===== src/rtl/ahb_lite_master_bridge.sv =====
// AHB-Lite master bridge: turns in-order CPU memory requests into pipelined SINGLE
// transfers, handling wait states, the two-cycle error response and misaligned requests.
module ahb_lite_master_bridge #(
  parameter int         ADDR_WIDTH  = 32,
  parameter int         DATA_WIDTH  = 32,
  parameter logic [3:0] HPROT_VALUE = 4'b0011
) (
  input  logic                  HCLK,
  input  logic                  HRESET,
  input  logic                  cpu_req_valid,
  output logic                  cpu_req_ready,
  input  logic                  cpu_req_write,
  input  logic [ADDR_WIDTH-1:0] cpu_req_addr,
  input  logic [2:0]            cpu_req_size,
  input  logic [DATA_WIDTH-1:0] cpu_req_wdata,
  output logic                  cpu_rsp_valid,
  output logic [DATA_WIDTH-1:0] cpu_rsp_rdata,
  output logic                  cpu_rsp_err,
  output logic [ADDR_WIDTH-1:0] HADDR,
  output logic                  HWRITE,
  output logic [2:0]            HSIZE,
  output logic [2:0]            HBURST,
  output logic [3:0]            HPROT,
  output logic [1:0]            HTRANS,
  output logic                  HMASTLOCK,
  output logic [DATA_WIDTH-1:0] HWDATA,
  input  logic                  HREADY,
  input  logic                  HRESP,
  input  logic [DATA_WIDTH-1:0] HRDATA
);
  typedef enum logic [2:0] {
    S_IDLE, S_ADDR, S_ADDR_DATA, S_DATA, S_ERR2, S_LOCAL_ERR
  } state_e;

  localparam logic [2:0] MAX_SIZE = (DATA_WIDTH == 64) ? 3'd3 : 3'd2;

  state_e                state_q, state_d;
  // The A slot's address and control live directly in the HADDR/HWRITE/HSIZE/HPROT registers
  logic                  a_valid_q, a_valid_d;
  logic [ADDR_WIDTH-1:0] haddr_q, haddr_d;
  logic                  hwrite_q, hwrite_d;
  logic [2:0]            hsize_q, hsize_d;
  logic [3:0]            hprot_q, hprot_d;
  logic [DATA_WIDTH-1:0] a_wdata_q, a_wdata_d;
  logic                  d_valid_q, d_valid_d;
  logic                  d_write_q, d_write_d;
  logic [DATA_WIDTH-1:0] hwdata_q, hwdata_d;
  logic                  cancel_q, cancel_d;
  logic                  rsp_valid_q, rsp_valid_d;
  logic                  rsp_err_q, rsp_err_d;
  logic [DATA_WIDTH-1:0] rsp_rdata_q, rsp_rdata_d;

  logic [2:0] size_mask;
  logic       req_legal, accept_legal, accept_illegal, bus_err1;

  always_comb begin
    case (cpu_req_size)
      3'd0:    size_mask = 3'b000;
      3'd1:    size_mask = 3'b001;
      3'd2:    size_mask = 3'b011;
      default: size_mask = 3'b111;
    endcase
    req_legal = (cpu_req_size <= MAX_SIZE) && ((cpu_req_addr[2:0] & size_mask) == 3'd0);
    // A misaligned request is only taken with the pipeline empty so its error stays in order
    cpu_req_ready = !HRESET && (!a_valid_q || HREADY)
                    && (state_q != S_ERR2) && (state_q != S_LOCAL_ERR)
                    && !(HRESP && !HREADY)
                    && (req_legal || (!a_valid_q && !d_valid_q));
    accept_legal   = cpu_req_valid && cpu_req_ready && req_legal;
    accept_illegal = cpu_req_valid && cpu_req_ready && !req_legal;
    bus_err1       = d_valid_q && HRESP && !HREADY && (state_q != S_ERR2);
  end

  always_comb begin
    state_d     = state_q;
    a_valid_d   = a_valid_q;
    haddr_d     = haddr_q;
    hwrite_d    = hwrite_q;
    hsize_d     = hsize_q;
    hprot_d     = hprot_q;
    a_wdata_d   = a_wdata_q;
    d_valid_d   = d_valid_q;
    d_write_d   = d_write_q;
    hwdata_d    = hwdata_q;
    cancel_d    = cancel_q;
    rsp_valid_d = 1'b0;
    rsp_err_d   = 1'b0;
    rsp_rdata_d = '0;
    case (state_q)
      S_LOCAL_ERR: begin
        // Also reached after an error response whose address-phase partner was cancelled
        rsp_valid_d = cancel_q;
        rsp_err_d   = cancel_q;
        cancel_d    = 1'b0;
        state_d     = S_IDLE;
      end
      S_ERR2: begin
        if (HREADY) begin
          rsp_valid_d = 1'b1;
          rsp_err_d   = 1'b1;
          d_valid_d   = 1'b0;
          state_d     = cancel_q ? S_LOCAL_ERR : S_IDLE;
        end
      end
      default: begin
        if (bus_err1) begin
          cancel_d  = a_valid_q;
          a_valid_d = 1'b0;
          state_d   = S_ERR2;
        end else begin
          if (HREADY) begin
            if (d_valid_q) begin
              rsp_valid_d = 1'b1;
              rsp_err_d   = HRESP;
              rsp_rdata_d = (d_write_q || HRESP) ? '0 : HRDATA;
            end
            d_valid_d = a_valid_q;
            d_write_d = hwrite_q;
            hwdata_d  = (a_valid_q && hwrite_q) ? a_wdata_q : '0;
            a_valid_d = 1'b0;
          end
          if (accept_legal) begin
            a_valid_d = 1'b1;
            haddr_d   = cpu_req_addr;
            hwrite_d  = cpu_req_write;
            hsize_d   = cpu_req_size;
            hprot_d   = HPROT_VALUE;
            a_wdata_d = cpu_req_wdata;
          end
          if (accept_illegal) begin
            rsp_valid_d = 1'b1;
            rsp_err_d   = 1'b1;
            state_d     = S_LOCAL_ERR;
          end else if (a_valid_d && d_valid_d) begin
            state_d = S_ADDR_DATA;
          end else if (a_valid_d) begin
            state_d = S_ADDR;
          end else if (d_valid_d) begin
            state_d = S_DATA;
          end else begin
            state_d = S_IDLE;
          end
        end
      end
    endcase
  end

  always_ff @(posedge HCLK) begin
    if (HRESET) begin
      state_q     <= S_IDLE;
      a_valid_q   <= 1'b0;
      haddr_q     <= '0;
      hwrite_q    <= 1'b0;
      hsize_q     <= 3'd0;
      hprot_q     <= 4'd0;
      a_wdata_q   <= '0;
      d_valid_q   <= 1'b0;
      d_write_q   <= 1'b0;
      hwdata_q    <= '0;
      cancel_q    <= 1'b0;
      rsp_valid_q <= 1'b0;
      rsp_err_q   <= 1'b0;
      rsp_rdata_q <= '0;
    end else begin
      state_q     <= state_d;
      a_valid_q   <= a_valid_d;
      haddr_q     <= haddr_d;
      hwrite_q    <= hwrite_d;
      hsize_q     <= hsize_d;
      hprot_q     <= hprot_d;
      a_wdata_q   <= a_wdata_d;
      d_valid_q   <= d_valid_d;
      d_write_q   <= d_write_d;
      hwdata_q    <= hwdata_d;
      cancel_q    <= cancel_d;
      rsp_valid_q <= rsp_valid_d;
      rsp_err_q   <= rsp_err_d;
      rsp_rdata_q <= rsp_rdata_d;
    end
  end

  assign HADDR         = haddr_q;
  assign HWRITE        = hwrite_q;
  assign HSIZE         = hsize_q;
  assign HBURST        = 3'b000;
  assign HPROT         = hprot_q;
  assign HTRANS        = {a_valid_q, 1'b0};
  assign HMASTLOCK     = 1'b0;
  assign HWDATA        = hwdata_q;
  assign cpu_rsp_valid = rsp_valid_q;
  assign cpu_rsp_err   = rsp_err_q;
  assign cpu_rsp_rdata = rsp_rdata_q;
endmodule


===== config.mk =====
export PLATFORM = sky130hd
export DESIGN_NAME = ahb_lite_master_bridge
export DESIGN_NICKNAME = d
export VERILOG_FILES = /design/src/rtl/ahb_lite_master_bridge.sv
export SDC_FILE = /design/constraint.sdc
export NUM_CORES = 1
export LEC_CHECK = 0
export ABC_AREA = 1
export CAP_MARGIN = 20
export CORE_ASPECT_RATIO = 0.9
export CORE_MARGIN = 2
export CORE_UTILIZATION = 41
export DETAILED_ROUTE_END_ITERATION = 8
export HOLD_SLACK_MARGIN = 0.08
export PLACE_DENSITY = 0.77
export SLEW_MARGIN = 10
export SYNTH_ARGS = -nofsm -noshare
export SYNTH_HDL_FRONTEND = slang
export SYNTH_SLANG_ARGS = --single-unit

===== constraint.sdc =====
create_clock -name HCLK -period 4.2 [get_ports HCLK]
set_clock_uncertainty 0.05 [all_clocks]
set_input_delay 1.05 -clock HCLK [delete_from_list [all_inputs] [get_ports HCLK]]
set_output_delay 1.05 -clock HCLK [all_outputs]
set_load 0.05 [all_outputs]

---- After elaboration in Yosys (flattened, before gate mapping) ----
Cells that the tools add are included.
storage, ports and cells
  input bits .............................. 105
  output and inout bits ................... 113
  register bits ........................... 142
  logic and storage cells ................. 98
operators by class
  bitwise operators ....................... 7
  eq/ne operators ......................... 8
  $lt $le $gt $ge ......................... 1
  multiplexer cells ....................... 34
  reductions and logical operators ........ 34
operators by type and width
  kind                                                  number
  2-to-1 mux 32 bit                                     1
  2-to-1 mux 1 bit                                      20
  logical AND 1 bit                                     16
  2-to-1 mux 3 bit                                      4
  one-hot mux 3 bit (3 select lines)                    1
  AND reduction 3 bit                                   3
  one-hot mux 1 bit (2 select lines)                    4
  OR reduction 7 bit                                    1
  == test 3 bit (second input constant)                 2
  zero test 1 bit                                       6
  zero test 3 bit                                       2
  2-to-1 mux 2 bit                                      3
  != test 3 bit (second input constant)                 2
  NOT 1 bit                                             6
  one-hot mux 3 bit (2 select lines)                    1
  bitwise AND 3 bit                                     1
  == test 3 x 1 -> 1 bit (second input constant)        1
  == test 3 x 2 -> 1 bit (second input constant)        1
  <= comparator 3 x 2 -> 1 bit (second input constant)  1
  logical OR 1 bit                                      3
  != test 2 x 1 -> 1 bit (second input constant)        1
  != test 2 bit (second input constant)                 1
  AND reduction 2 bit                                   1
  nonzero test 2 bit                                    1
  OR reduction 2 bit                                    1

---- Depth between registers and ports, before layout ----
  depth after elaboration ................. 17
  depth in mapped cells ................... 11
  depth with buffers taken out ............ 11

---- Worst setup path before layout ----
No wires, ideal clock.
  path type ............................... input to output
  from .................................... input HRESET
  to ...................................... output cpu_req_ready
  required time ........................... 3.100 ns
  setup slack ............................. 1.226 ns
  arrival time ............................ 1.874 ns
  buffers on the path ..................... 1
  cell stages on the path ................. 5
  path through ............................ buf_6 > clkinv_2 > nand2_2 > nor2_4 > and2_1
on the way
  longest elaborated chain between the ends .. 6
RTL lines
  item                            RTL line  text
  start: declaration              9         input logic HRESET,
  zero test 1 bit                 65        cpu_req_ready = !HRESET && (!a_valid_q || HREADY)
  logical AND 1 bit               65
  logical AND 1 bit (2 in a row)  66        && (state_q != S_ERR2) && (state_q != S_LOCAL_ERR)
  logical AND 1 bit               67        && !(HRESP && !HREADY)
  logical AND 1 bit               68        && (req_legal || (!a_valid_q && !d_valid_q));
  end: declaration                11        output logic cpu_req_ready,
No other way between the ends.

---- Final worst setup path ----
  from .................................... input HREADY
  to ...................................... output cpu_req_ready
on the way
  longest elaborated chain between the ends .. 6
  elaborated cells between the ends (all ways) .. 9
  those cells by class .................... reduce/logical: 9
RTL lines
  item                            RTL line  text
  start: declaration              27        input logic HREADY,
  logical OR 1 bit                65
  logical AND 1 bit               65
  logical AND 1 bit (2 in a row)  66
  logical AND 1 bit (*)           67
  logical AND 1 bit (*)           68
Mark *: on every way between the ends. The rest lies on a longest branch, timed or not.

==> metrics.txt <==
Hold Crit Start=HSIZE[2]; Avg Synthesized Cell Area=8.12 um2; most frequent cells in the layout=clkdlybuf4s50_1, dfxtp_1, inv_1, a21oi_1, nand2_1; via count=4571; xor/xnor cell area share of the yosys netlist=0%; maximum vdd ir drop=0.280 mV; area of the multi-input gates=1590 um2; RePlAce Congestion=0.811; PD cells=396 nW/um2; # Post-CTS Setup Buffers=0; max-cap violations=0; Top delay family on crit path=buffers and inverters; status=completed; final setup TNS=0 ps; initial antenna violation count=0; worst-path fanout max=4; Crit. Startpoint=HREADY; r2r startpoint=a_valid_q; area delta synth->final=50.3%; Iter 0 DRT Violations=328; first-pass GRT wire length=21.1 mm; Setup violations, final=0; Leak=3.01 nW; Top-Level Pins=218; worst path required time=3100 ps; measured slew at the worst slew-check pin=1060 ps; Pre-antenna DRT Iters=4; CTS tree=built; Initial Util=41.5%; Overflow after GRT=0; CORE AREA=12500 um2; RSZ-0062 raised after global routing=no; overall routing resource usage=19.8%; Worst EP arrival=2270 ps; Syn. warnings=0; vias in the first global route=4273; Hold Buf Count CTS=0; CP Capture Type=output pin; FMAX=297 MHz; fin nets=938; port bufs=210; combinational family with the most area after synthesis=compound AO/OA/AOI/OAI gates; fraction of layout cells with a size suffix above 1=5.56%; highest routing layer actually used=met4; Reg area=2840 um2; CP cell instances=clkdlybuf4s50_1 > nor2_1 > inv_2 > nand2_2 > nor2_4 > and2_1 > buf_4; Detailed Route WL=12.9 mm; Clk pin slew, worst setup/hold paths=50 ps; Synth Area in Adders=0%; worst min path class=reg2reg; largest net degree at the start of global routing=139; Fillers=1070; synth unique cells=27; Post-Route M1 WL=5.68 mm; Synth Area in Compound Gates=17.4%; wire length on met3=785 um; WS Path Type=in2out; Tmin final=3370 ps; post-route ant nets=0; most common cell after layout, fill and taps aside=clkdlybuf4s50_1; met2 wire length=6.21 mm; Max Slew Vio Count=0; hpwl dp=8.60 mm; Mapped Area=5200 um2; Max Buffers Root-to-Sink=2; final hold violation count=0; die area=13600 um2; total CTS buffers=17; Worst path slowest cell=clkdlybuf4s50_1; mux cell area share after synthesis=0%; Rows=39; Relative slew margins=29.2%; CTS resizes=0; DR WL/cell=12.8 um; die width=123 um; # DRC=0; cells after synthesis=640; clock sink count=142; period utilization=80.1%; simple-gate area share of the yosys netlist=12.5%; CTS Root Cell=clkbuf_16; CP Launch Type=primary input; CP bufs+invs=3; Clk Latency, worst-skew pair=410 ps; Diodes inserted=0; count of state elements after synthesis=142; Seq/Total Area, Yosys=54.7%; Via density=4.53; H-tree depth=4; Die Y=111 um; final hold slack=384 ps; worst stage delay on the critical path=530 ps
-- cells by family after synthesis --
| family | count (synthesis) |
|---|---|
| AND/OR/NAND/NOR | 150 |
| AO/OA/AOI/OAI | 179 |
| buffers and inverters | 168 |
| other | 1 |
| flip-flops | 142 |
-- final timing paths --
path         depth (start not counted)  slack (ps)             to
max                                  7         830  cpu_req_ready
max reg2reg                         10        2360       HSIZE[1]
min reg2reg                          2         380       HSIZE[2]
min                                  2         380       HSIZE[2]
-- flip-flops by register name, summed over array words and instances (netlist names) --
signal and flops:
cancel_q 1, state_q 3, cpu_rsp_valid 1, HPROT 1, HADDR 32, cpu_rsp_err 1, d_write_q 1, a_valid_q 1
HWRITE 1, a_wdata_q 32, d_valid_q 1, cpu_rsp_rdata 32, HSIZE 3, HWDATA 32
-- layout make-up --
cell class / instances / area share, %
Multi-Input combinational cell: 336 / 20.3
Sequential cell: 142 / 36.4
Tap cell: 164 / 2.63
Clock buffer: 23 / 5.99
Timing Repair Buffer: 216 / 27.8
Inverter: 120 / 5.78
Clock inverter: 8 / 1.15
-- worst reg2reg max path, cell delays in order (launching register included) --
cell     delay (ps)
dfxtp_1         430
inv_2            60
nor2_1          110
inv_2            70
nand2_2          80
nor2_4           50
nand4_4          90
buf_12          450
nor2_1          160
a21oi_2         130
nor2_1           50
-- per-stage QoR --
stage	setup WS (ps)	area [um2]	power, mW	cells	utilization (%)
2_1_floorplan	1230	5220	1.57	646	-
3_3_place_gp	865	7230	1.70	977	57.6
3_5_place_dp	831	7230	1.71	977	57.6
4_1_cts	835	7790	3.13	1008	62.1
5_1_grt	721	7820	3.22	1009	62.3
6_report	834	7820	3.09	1009	62.3
-- metal layers --
layer | track usage, % | vias to the layer above
met5 | 0 | -
met4 | 7.13 | 0
met3 | 6.28 | 20
met2 | 31.6 | 141
met1 | 25.0 | 2031
li1 | - | 2379
-- synthesized netlist by cell type (all sizes together) --
| cell type | n | area [um2] |
|---|---|---|
| nor4 | 1 | 6.26 |
| o21ai | 71 | 355 |
| a31oi | 1 | 6.26 |
| inv | 119 | 447 |
| and2 | 1 | 6.26 |
| a21oi | 106 | 538 |
| nand4 | 2 | 27.5 |
| o31ai | 1 | 7.51 |
| clkinv | 1 | 5.00 |
| nor2 | 48 | 193 |
| clkbuf | 15 | 56.3 |
| dfxtp | 142 | 2840 |
| nand3 | 34 | 170 |
| nand3b | 1 | 7.51 |
| nand2 | 63 | 241 |
| buf | 33 | 285 |
| conb | 1 | 3.75 |
-- power breakdown --
part           switching (mW)  internal [mW]  leakage, nW
Combinational           0.160          0.140         1.58
Sequential             0.0123           1.37         1.15
Clock                   0.515          0.895        0.280
Total                   0.687           2.41         3.01
(Power assumes the default switching activity.)
